## src/rtl/i2c_cond_gen.sv

```systemverilog
// i2c_cond_gen: I2C START / repeated-START / STOP condition generator.
//
// Drives open-drain SDA/SCL (1 = release, 0 = pull low) through one request/ready handshake.
// It checks the bus state before acting, waits for slave clock stretching, checks
// arbitration on the lines it releases, and reports a status code with o_done.
//
// Ports:
//   i_clk, i_rst             clock, synchronous active-high reset
//   i_req, i_cmd[1:0]        command request (0 START, 1 RESTART, 2 STOP, 3 illegal)
//   o_ready                  idle, a command can be accepted
//   o_done, o_err[1:0]       completion pulse and status (0 ok, 1 illegal, 2 arb lost,
//                            3 stretch timeout); o_err reads 0 outside o_done
//   i_sda, i_scl             synchronised line levels
//   o_sda_drive, o_scl_drive registered open-drain drives
//
// Build option: define I2C_STRETCH_TIMEOUT_EN to abort with status 3 when SCL is held low
// for STRETCH_MAX cycles. Without it, a stretch is waited out indefinitely.
module i2c_cond_gen #(
  parameter int unsigned CLK_FREQ    = 25_000_000,
  parameter int unsigned I2C_FREQ    = 100_000,
  parameter int unsigned STRETCH_MAX = 25_000
) (
  input  logic       i_clk,
  input  logic       i_rst,
  input  logic       i_req,
  input  logic [1:0] i_cmd,
  output logic       o_ready,
  output logic       o_done,
  output logic [1:0] o_err,
  input  logic       i_sda,
  input  logic       i_scl,
  output logic       o_sda_drive,
  output logic       o_scl_drive
);

  localparam int unsigned Q  = CLK_FREQ / (4 * I2C_FREQ);
  localparam int unsigned CW = $clog2(Q + 1);

  localparam logic [1:0] CmdStart   = 2'd0;
  localparam logic [1:0] CmdRestart = 2'd1;
  localparam logic [1:0] CmdStop    = 2'd2;

  localparam logic [1:0] ErrOk      = 2'd0;
  localparam logic [1:0] ErrIllegal = 2'd1;
  localparam logic [1:0] ErrArb     = 2'd2;

  if (Q < 1) begin : g_q_check
    $error("i2c_cond_gen: CLK_FREQ must be at least 4*I2C_FREQ");
  end
  if (STRETCH_MAX < 1) begin : g_stretch_check
    $error("i2c_cond_gen: STRETCH_MAX must be at least 1");
  end

  typedef enum logic [3:0] {
    StIdle, StCheck, StSdaHi, StSclHi, StStretch, StSdaLo, StSclLo, StSdaRel, StWait, StDone
  } state_e;

  state_e          state_q, state_d;
  state_e          ret_q, ret_d;     // where WAIT goes when the quarter period expires
  logic            smp_q, smp_d;     // check SDA for arbitration at the end of WAIT
  logic [1:0]      cmd_q, cmd_d;
  logic [1:0]      err_q, err_d;
  logic [CW-1:0]   cnt_q, cnt_d;
  logic            sda_q, sda_d;
  logic            scl_q, scl_d;
  logic            abort;

`ifdef I2C_STRETCH_TIMEOUT_EN
  localparam int unsigned SW = $clog2(STRETCH_MAX + 1);
  localparam logic [1:0] ErrStretch = 2'd3;
  logic [SW-1:0] scnt_q, scnt_d;
`endif

  always_comb begin
    state_d = state_q;
    ret_d   = ret_q;
    smp_d   = smp_q;
    cmd_d   = cmd_q;
    err_d   = err_q;
    cnt_d   = cnt_q;
    sda_d   = sda_q;
    scl_d   = scl_q;
    abort   = 1'b0;
`ifdef I2C_STRETCH_TIMEOUT_EN
    scnt_d  = scnt_q;
`endif

    unique case (state_q)
      StIdle: begin
        if (i_req) begin
          cmd_d   = i_cmd;
          err_d   = ErrOk;
          state_d = StCheck;
        end
      end
      StCheck: begin
        // A failed precondition leaves the lines untouched.
        state_d = StDone;
        err_d   = ErrIllegal;
        unique case (cmd_q)
          CmdStart: begin
            if (i_scl && i_sda) begin
              state_d = StSdaLo;
              err_d   = ErrOk;
            end
          end
          CmdRestart: begin
            if (!i_scl) begin
              state_d = StSdaHi;
              err_d   = ErrOk;
            end
          end
          CmdStop: begin
            if (!i_scl) begin
              state_d = StSdaLo;
              err_d   = ErrOk;
            end
          end
          default: ;
        endcase
      end
      StSdaLo: begin
        state_d = StWait;
        cnt_d   = CW'(Q);
        smp_d   = 1'b0;
        ret_d   = (cmd_q == CmdStop) ? StSclHi : StSclLo;
      end
      StSclLo: begin
        state_d = StWait;
        cnt_d   = CW'(Q);
        smp_d   = 1'b0;
        ret_d   = StDone;
      end
      StSdaHi: begin
        state_d = StWait;
        cnt_d   = CW'(Q);
        smp_d   = 1'b1;
        ret_d   = StSclHi;
      end
      StSdaRel: begin
        state_d = StWait;
        cnt_d   = CW'(Q);
        smp_d   = 1'b1;
        ret_d   = StDone;
      end
      StSclHi, StStretch: begin
        if (i_scl) begin
          state_d = StWait;
          cnt_d   = CW'(Q);
          smp_d   = 1'b0;
          ret_d   = (cmd_q == CmdRestart) ? StSdaLo : StSdaRel;
        end else if (state_q == StSclHi) begin
          state_d = StStretch;
`ifdef I2C_STRETCH_TIMEOUT_EN
          scnt_d  = '0;
`endif
        end else begin
`ifdef I2C_STRETCH_TIMEOUT_EN
          // scnt_q counts completed STRETCH cycles; this is the last one allowed.
          if (scnt_q == SW'(STRETCH_MAX - 1)) begin
            abort   = 1'b1;
            err_d   = ErrStretch;
            state_d = StDone;
          end else begin
            scnt_d = scnt_q + 1'b1;
          end
`endif
        end
      end
      StWait: begin
        if (cnt_q == '0) begin
          if (smp_q && !i_sda) begin
            abort   = 1'b1;
            err_d   = ErrArb;
            state_d = StDone;
          end else begin
            state_d = ret_q;
          end
        end else begin
          cnt_d = cnt_q - 1'b1;
        end
      end
      StDone:  state_d = StIdle;
      default: state_d = StIdle;
    endcase

    // Drives are registered against the state being entered, so each drive state's edge is
    // visible on its first cycle.
    case (state_d)
      StSdaLo:           sda_d = 1'b0;
      StSdaHi, StSdaRel: sda_d = 1'b1;
      StSclLo:           scl_d = 1'b0;
      StSclHi:           scl_d = 1'b1;
      default: ;
    endcase
    if (abort) begin
      sda_d = 1'b1;
      scl_d = 1'b1;
    end
  end

  always_ff @(posedge i_clk) begin
    if (i_rst) begin
      state_q <= StIdle;
      ret_q   <= StIdle;
      smp_q   <= 1'b0;
      cmd_q   <= 2'd0;
      err_q   <= ErrOk;
      cnt_q   <= '0;
      sda_q   <= 1'b1;
      scl_q   <= 1'b1;
`ifdef I2C_STRETCH_TIMEOUT_EN
      scnt_q  <= '0;
`endif
    end else begin
      state_q <= state_d;
      ret_q   <= ret_d;
      smp_q   <= smp_d;
      cmd_q   <= cmd_d;
      err_q   <= err_d;
      cnt_q   <= cnt_d;
      sda_q   <= sda_d;
      scl_q   <= scl_d;
`ifdef I2C_STRETCH_TIMEOUT_EN
      scnt_q  <= scnt_d;
`endif
    end
  end

  assign o_ready     = (state_q == StIdle);
  assign o_done      = (state_q == StDone);
  assign o_err       = o_done ? err_q : ErrOk;
  assign o_sda_drive = sda_q;
  assign o_scl_drive = scl_q;

endmodule

```

## config.mk

```make
export PLATFORM = sky130hd
export DESIGN_NAME = i2c_cond_gen
export DESIGN_NICKNAME = d
export VERILOG_FILES = /design/src/rtl/i2c_cond_gen.sv
export SDC_FILE = /design/constraint.sdc
export NUM_CORES = 1
export LEC_CHECK = 0
export ABC_AREA = 1
export ABC_CLOCK_PERIOD_IN_PS = 2300
export CAP_MARGIN = 15
export CORE_ASPECT_RATIO = 1.25
export CORE_MARGIN = 3
export CORE_UTILIZATION = 51
export CTS_CLUSTER_DIAMETER = 200
export DETAILED_ROUTE_END_ITERATION = 16
export PLACE_DENSITY = 0.69
export REMOVE_ABC_BUFFERS = 1
export SETUP_SLACK_MARGIN = 0.4
export SLEW_MARGIN = 5
export SYNTH_ARGS = -nofsm -noshare
export SYNTH_HDL_FRONTEND = slang
export SYNTH_SLANG_ARGS = --single-unit
```

## constraint.sdc

```tcl
create_clock -name i_clk -period 2.3 [get_ports i_clk]
set_input_delay 0.46 -clock i_clk [delete_from_list [all_inputs] [get_ports i_clk]]
set_output_delay 0.46 -clock i_clk [all_outputs]
set_load 0.005 [all_outputs]
```

* Word level (Yosys, flattened, before mapping)
Cells that the tools add are included.
Word-level totals: memories kept 0, ROM bits 0, bits in registers 21, input port bits 7, RAM bits 0, latch bits 0
Cells by class: divide/modulo/power cells 0, order comparisons 0, multipliers 0, reductions and logical operators 25, mux-type cells 32, shift-type cells 0, eq/ne operators 21, add/sub/neg operators 1, bitwise logic cells 0
Operators by type and width (number):
- $mux 4 | 9
- $eq 4x3->1 const B | 7
- $pmux 4 s5 | 1
- $pmux 6 s3 | 1
- $eq 4x2->1 const B | 4
- $pmux 4 s4 | 1
- $reduce_or 2->1 | 7
- $mux 6 | 2
- $pmux 4 s3 | 1
- $mux 2 | 5
- $ne 2x2->1 const B | 5
- $reduce_bool 3->1 | 3
- $eq 4x4->1 const B | 2
- $logic_not 6->1 | 1
- $mux 1 | 6
- $pmux 1 s2 | 3
- $pmux 2 s3 | 1
- $reduce_and 2->1 | 3
- $sub 6x1->6 const B | 1
- $eq 4x1->1 const B | 1
- $logic_not 4->1 | 1
- $reduce_and 4->1 | 1
- $reduce_bool 2->1 | 2
- $reduce_bool 4->1 | 1
- other kinds (9) | 10

* Longest topological paths before layout
Gate-level depths: netlist of the first run.
depth in word-level cells 8, gate-level depth with buffers 13, depth with buffers taken out 13

* Least setup slack after synthesis of the first run
No wires, ideal clock.
path kind flip-flop to flip-flop, start register cmd_q[0], end register scl_q, in the netlist o_scl_drive, cell stages (with the launch flop) 11, setup time 114 ps, data arrival time 1343 ps, slack 842 ps, cell sequence dfxtp_1 inv_1 ha_1 o21ai_0 nand3_1 nand2_1 nand2_1 nor2_1 nand2_1 o21ai_1 nand2_1
On the way: word-level cells in the longest chain between the ends 5, elaborated cells between the ends (all ways) 9
RTL lines:
- from (decl) | RTL line 61 | logic [1:0] cmd_q, cmd_d;
- from (signal assigned) | RTL line 219 | cmd_q <= cmd_d;
- $eq 2x2->1 (tied with other cells) | RTL line 100 | unique case (cmd_q)
- $pmux 4 s3 * | RTL line 100
- $pmux 4 s5 * | RTL line 88 | unique case (state_q)
- $eq 4x2->1 / $eq 4x3->1 (equally long branches) | RTL line 189 | case (state_d)
- $pmux 1 s2 / $reduce_bool 2->1 (equally long branches)
- to (signal assigned) | RTL line 223 | scl_q <= scl_d;
- to (decl) | RTL line 65 | logic scl_q, scl_d;
Every way passes the cells marked *; elsewhere a longest branch is shown, timed or not. A chain may end at the register's enable or synchronous reset.

* Final worst setup path of the first run
start register state_q[1], end output port o_err[1]
On the way: word-level cells in the longest chain between the ends 2
RTL lines:
- from (decl) | RTL line 58 | state_e state_q, state_d;
- from (signal assigned) | RTL line 204 | state_q <= StIdle;
- from (signal assigned) | RTL line 216 | state_q <= state_d;
- $eq 4x4->1 | RTL line 231 | assign o_done = (state_q == StDone);
- $mux 2 | RTL line 232 | assign o_err = o_done ? err_q : ErrOk;
- to (decl) | RTL line 29 | output logic [1:0] o_err,
Every way passes these cells.

==> metrics.md, run 1 <==
| Metric | Value |
|---|---|
| Status | `complete, no violations` |
| Total Nets Final | `236` |
| Max VDD drop | `0.5168 mV` |
| Setup TNS | `0 ps` |
| Layout Cells excl Fill | `253` |
| Total power | `1.278 mW` |
| Fin. Hold Viols | `0` |
| Starting Density | `56.44%` |
| Fin crit period | `1769 ps` |
| Port buffer count | `12` |
| Slew Limit Headroom | `74.68%` |
| CP Max Fanout | `4` |
| Clock Sinks | `21` |
| WS Path Type | `flop to output pin` |
| Synth Flop Type | `dfxtp_1` |
| Avg WL per Cell | `11.62 um` |
| H-Tree Depth | `1` |
| GP Congestion | `0.9324` |
| PnR worst setup slack | `530.8 ps` |
| Most frequent cell after synthesis | `nand2_1` |
| Clock-pin slew on the worst setup and hold paths | `120 ps` |
| Yosys top cell by area | `dfxtp_1` |
| Crit. End Element | `output pin` |
| R2R depth | `10` |
| Die Area | `0.003227 sq mm` |
| Mapped Cells | `202` |
| Longest Clk Path Bufs | `2` |
| Hold Crit Class | `flop to flop` |
| Area grow syn2layout | `17.89%` |
| First-pass GRT wire length | `5195 um` |
| Core Box Area | `0.002330 sq mm` |
| Leak | `0.7132 nW` |
| Setup Viol. Count Final | `0` |
| Worst hold path depth | `2` |
| Power Density | `824.1 mW/mm^2` |
| Detail Placement HPWL | `2265 um` |
| Final Cell Area | `0.001550 sq mm` |
| Ranking of synthesized cells by area | `dfxtp_1, nand2_1, inv_1, nor2_1, a21oi_1` |
| Worst Skew | `1.081 ps` |
| Antenna violations before repair | `0` |
| GRT Util Overall | `20.51%` |
| # IOs | `13` |
| Syn Area/Cell | `6.510 sq um` |
| Max_cap viols | `0` |
| Final period util | `76.92%` |
| CP required | `1840 ps` |
| Final WL | `2939 um` |
| DRC violations left | `0` |
| CP startpoint kind | `flop` |
| Placed Cells incl. Taps | `245` |
| Num rows | `19` |
| Vias in the first global route | `1,242` |
| Die X-Extent | `51.42 um` |
| Ys async rst share | `0%` |
| Drt via density | `5.115` |
| Ys Warns | `0` |
| CTS Buf Count | `3` |
| Post-synth EDFFs | `0` |
| Area share of the largest cell type after synthesis | `31.97%` |
| Worst path arrival time | `1310 ps` |
| Fmax | `565.2 MHz` |
| GRT overflow | `0` |
| Drt initial violations | `30` |
| Ratio of cells with drive above 1 in the final layout | `14.41%` |
| Clock Latency Late Sink | `300 ps` |
| CTS tree | `yes` |
| Final ANT Viol Nets | `0` |
| Pins over their slew limit | `0` |
| Post-synth cell types | `24` |
| Area after DPL | `0.001478 sq mm` |
| Diode count | `0` |
| Flops & latches, synth | `21` |
| Die height | `62.77 um` |
| Slew @ Worst Pin | `375.8 ps` |
| Clk root buf | `clkbuf_4` |
| Post-synthesis instance area | `0.001315 sq mm` |
| Largest net degree at the start of global routing | `13` |
| Total number of vias | `1,294` |
| 1st-pass router iterations | `4` |
| Place WS | `334.4 ps` |
| Sequential area share after synthesis | `31.97%` |
| Unrepaired setup endpoints after global routing | `yes` |
| Top cells by count, synth | `nand2_1, inv_1, nor2_1, dfxtp_1, a21oi_1` |
-- registers in the layout, indices dropped and copies added (netlist names) --
| name | cells |
|---|---|
| smp_q | 1 |
| err_q | 2 |
| o_sda_drive | 1 |
| cmd_q | 2 |
| ret_q | 4 |
| o_scl_drive | 1 |
| state_q | 4 |
| cnt_q | 6 |
-- through the flow --
step	util [%]	hold slack (ps)
after CTS	66.33	475.9
after detailed placement	63.43	453.5
after global placement	63.43	440.8
final	66.54	472.7
after floorplan	-	434.9
after global routing	66.54	510.8
-- power breakdown --
| part | leakage, nW | internal [mW] | total [mW] | switching, mW |
|---|---|---|---|---|
| Combinational | 0.525 | 0.235 | 0.623 | 0.387 |
| Clock | 0.0150 | 0.0676 | 0.181 | 0.113 |
| Sequential | 0.173 | 0.428 | 0.474 | 0.0459 |
| Total | 0.713 | 0.731 | 1.28 | 0.546 |
-- routing by layer --
layer	GRT usage, %	vias up	part of all wire [%]
met4	7.869	0	1.8
met1	23.03	582	44
li1	-	679	-
met3	2.864	7	2.8
met5	0	-	0
met2	37.42	26	51
-- timing repair --
| action | 4_1_cts | 5_1_grt |
|---|---|---|
| resized for setup | 12 | 5 |
| hold endpoints to repair | 0 | 0 |
| setup endpoints to repair | 4 | 4 |
| hold buffers | 0 | 0 |
| pin swaps | 1 | 0 |
| buffers inserted | 4 | 0 |
-- final cells by class --
class | instances | area, sq um
clock buffer | 4 | 26.28
fill | 229 | 779.5
inverter | 32 | 120.1
multi-input combinational | 148 | 783.3
sequential | 21 | 431.7
tap | 31 | 38.79
timing repair buffer | 17 | 150.1
-- logic make-up (layout without fill, tap and decap cells) --
kind of cell / count (synthesis) / count (layout) / share of synthesized area [%]
compound gates: 36 / 36 / 14.46
xor+xnor: 3 / 3 / 1.998
fa+ha+maj: 6 / 6 / 5.709
buf+inv: 33 / 53 / 9.420
flops: 21 / 21 / 31.97
simple gates: 103 / 103 / 36.44
-- critical path, cell delays in order (launching register included) --
cell             delay (ps)
dfxtp_4                 380
inv_1                    60
nand2_2                  90
nor2_4                  120
inv_1                    50
nor2_1                   90
clkdlybuf4s15_1         210
-- worst paths after layout --
check,start,end,slack [ps]
max reg2reg,state_q[2]$_SDFF_PP0_,ret_q[1]$_SDFFE_PP0P_,660
max,state_q[1]$_SDFF_PP0_,o_err[1],530
min,o_sda_drive$_SDFFE_PP1P_,o_sda_drive$_SDFFE_PP1P_,470
min reg2reg,o_sda_drive$_SDFFE_PP1P_,o_sda_drive$_SDFFE_PP1P_,470
-- cell usage in the layout, fill, tap and decap left out, types with 3 or more instances in the layout --
master	n
a21oi_1	19
buf_4	5
clkbuf_4	3
clkdlybuf4s50_1	8
dfxtp_1	18
dfxtp_4	3
ha_1	6
inv_1	30
nand2_1	48
nand2_2	5
nand3_1	10
nor2_1	24
nor2_2	4
nor2_4	4
o21ai_0	12
xor2_1	3
(Power assumes the default switching activity.)
==> run 2, diff against run 1 <==
--- a/config.mk
+++ b/config.mk
@@ -6,7 +6,7 @@
 export NUM_CORES = 1
 export LEC_CHECK = 0
 export ABC_AREA = 1
-export ABC_CLOCK_PERIOD_IN_PS = 2300
+export ABC_CLOCK_PERIOD_IN_PS = 1800
 export CAP_MARGIN = 15
 export CORE_ASPECT_RATIO = 1.25
 export CORE_MARGIN = 3
==> constraint.sdc (replaced) <==
create_clock -name i_clk -period 1.8 [get_ports i_clk]
set_input_delay 0.36 -clock i_clk [delete_from_list [all_inputs] [get_ports i_clk]]
set_output_delay 0.36 -clock i_clk [all_outputs]
set_load 0.005 [all_outputs]
==> metrics.md, run 2 (synthesis results as in run 1) <==
| Metric | Value |
|---|---|
| Status | `complete, no violations` |
| Cts hold-fix bufs | `0 (unchanged)` |
| Most flop-heavy register | `cnt_q` |
| 1st-pass router iterations | `4 (unchanged)` |
| Fin. Hold Viols | `0 (unchanged)` |
| Final period util | `89.87%` |
| Drt initial violations | `83 (+180%)` |
| Most frequent cells in the layout | `nand2_1, buf_4, nor2_1, inv_1, a21oi_1` |
| Avg WL per Cell | `15.05 um (+30%)` |
| Hold Crit Class | `flop to flop` |
| Core Box Area | `0.002330 sq mm (unchanged)` |
| CP Max Fanout | `4 (unchanged)` |
| Max_cap viols | `0 (unchanged)` |
| GRT Util Overall | `24.04% (+3.5 points)` |
| Area grow syn2layout | `48.62%` |
| Place WS | `-96.41 ps (-430.8 ps)` |
| Clk root buf | `clkbuf_4` |
| GP Congestion | `0.9286 (-0.41%)` |
| Die height | `62.77 um (unchanged)` |
| Clock Sinks | `21 (unchanged)` |
| Longest Clk Path Bufs | `2 (unchanged)` |
| Worst path arrival time | `1880 ps (+570 ps)` |
| Power Density | `1051 mW/mm^2 (+28%)` |
| Unrepaired setup endpoints after global routing | `yes` |
| Final Util | `83.89% (+17 points)` |
| Final ANT Viol Nets | `0 (unchanged)` |
| Max reg flops | `6 (unchanged)` |
| Starting Density | `56.44% (unchanged)` |
| Drt via density | `5.531 (+8.1%)` |
| CP required | `2060 ps (+220 ps)` |
| Total Nets Final | `260 (+10%)` |
| Layout Cells excl Fill | `277 (+9.5%)` |
| Clock-pin slew on the worst setup and hold paths | `130 ps (about the same)` |
| Total number of vias | `1,532 (+18%)` |
| First-pass GRT wire length | `6085 um (+17%)` |
| WS Path Type | `flop to flop` |
| Die X-Extent | `51.42 um (unchanged)` |
| DRC violations left | `0 (unchanged)` |
| Worst Skew | `4.877 ps (+3.796 ps)` |
| Fin crit period | `1618 ps` |
| Pins over their slew limit | `0 (unchanged)` |
| Setup TNS | `0 ps (unchanged)` |
| Final WL | `4170 um (+42%)` |
| Fillers | `144 (-37%)` |
| PnR worst setup slack | `182.4 ps (-348.5 ps)` |
| Fmax | `618.2 MHz` |
| Commonest non-fill, non-tap cell in the layout | `nand2_1` |
| Largest net degree at the start of global routing | `13 (unchanged)` |
| Diode count | `0 (unchanged)` |
| Placed Cells incl. Taps | `250 (+2.0%)` |
| Largest regs | `cnt_q (6), ret_q (4), state_q (4)` |
| Max VDD drop | `0.8036 mV (+56%)` |
| Port buffer count | `12 (unchanged)` |
| GRT overflow | `0 (unchanged)` |
| H-Tree Depth | `1 (unchanged)` |
| Vias in the first global route | `1,424 (+15%)` |
| Num rows | `19 (unchanged)` |
| CTS Buf Count | `3 (unchanged)` |
| Slew @ Worst Pin | `332.8 ps (-42.94 ps)` |
| Leak | `0.8602 nW (+21%)` |
| Slew Limit Headroom | `77.79% (+3.1 points)` |
| CTS tree | `yes` |
| Clock Latency Late Sink | `320 ps (+20 ps)` |
| # IOs | `13 (unchanged)` |
| Crit. End Element | `flop` |
| Total power | `2.055 mW (+61%)` |
| CP startpoint kind | `flop` |
| Ratio of cells with drive above 1 in the final layout | `44.72% (+30 points)` |
| Die Area | `0.003227 sq mm (unchanged)` |
| Detail Placement HPWL | `2380 um (+5.1%)` |
| Setup Viol. Count Final | `0 (unchanged)` |
| Antenna violations before repair | `0 (unchanged)` |
run 2: changes by cell type in the layout (fill, tap and decap cells not counted), moves of 5 or more:
cell	change
nor2_4	+5
nand2_1	-9
buf_4	+17
dfxtp_1	-8
dfxtp_2	+6
buf_6	+8
inv_1	-12
nand2_2	+6
o21ai_0	-7
inv_2	+11
run 2: critical path: stages, from the launching register on:
cell     delay [ps]
dfxtp_4         390
nor2_4          130
buf_6           130
nand3_4         100
nor2_4          210
nand3_2         120
nand2_2         110
inv_2            50
buf_4           120
buf_6           100
nor2_1           90
run 2: metal layers:
layer  wire [um]  track usage, %  share of wire (%)
met4         196           8.852                4.7
met3         182           3.341                4.4
met2        2188           47.13                 52
met1        1603           24.19                 38
met5           0               0                  0
run 2: repair_timing:
| action | CTS | global route |
|---|---|---|
| pin swaps | 25 | 18 |
| endpoints found under the setup margin | 22 | 19 |
| resized for setup | 81 | 30 |
| buffers inserted | 14 | 9 |
| endpoints found under the hold margin | 0 | 0 |
run 2: cell type report:
class / instances / area [sq um] / area share, %
clock buffers: 3 / 22.52 / 1.152
well taps: 31 / 38.79 / 1.985
inverters: 32 / 122.6 / 6.274
repair buffers: 41 / 346.6 / 17.73
flip-flops and latches: 21 / 446.7 / 22.86
clock inverters: 1 / 5.005 / 0.2561
multi-input cells: 148 / 972.2 / 49.74
run 2: power by group:
| group | switching, mW | total [mW] | internal (mW) |
|---|---|---|---|
| Combinational | 0.675 | 1.17 | 0.494 |
| Clock | 0.161 | 0.245 | 0.0835 |
| Sequential | 0.0858 | 0.641 | 0.555 |
run 2: path summary, 6_finish.rpt:
path / start / to / slack, ps / depth (start not counted)
setup reg to reg: state_q[1]$_SDFF_PP0_ / state_q[2]$_SDFF_PP0_ / 180 / 10
setup / recovery: state_q[1]$_SDFF_PP0_ / state_q[2]$_SDFF_PP0_ / 180 / 10
hold / removal: o_scl_drive$_SDFFE_PP1P_ / o_scl_drive$_SDFFE_PP1P_ / 460 / 2
hold reg to reg: o_scl_drive$_SDFFE_PP1P_ / o_scl_drive$_SDFFE_PP1P_ / 460 / 2
run 2: stage by stage:
| step | cell area, sq um | hold slack (ps) |
|---|---|---|
| floorplan | 1311 | 429.1 |
| global placement | 1515 | 440.6 |
| detailed placement | 1515 | 453.7 |
| CTS | 1789 | 464.2 |
| global route | 1954 | 497.9 |
| finish | 1954 | 459.6 |
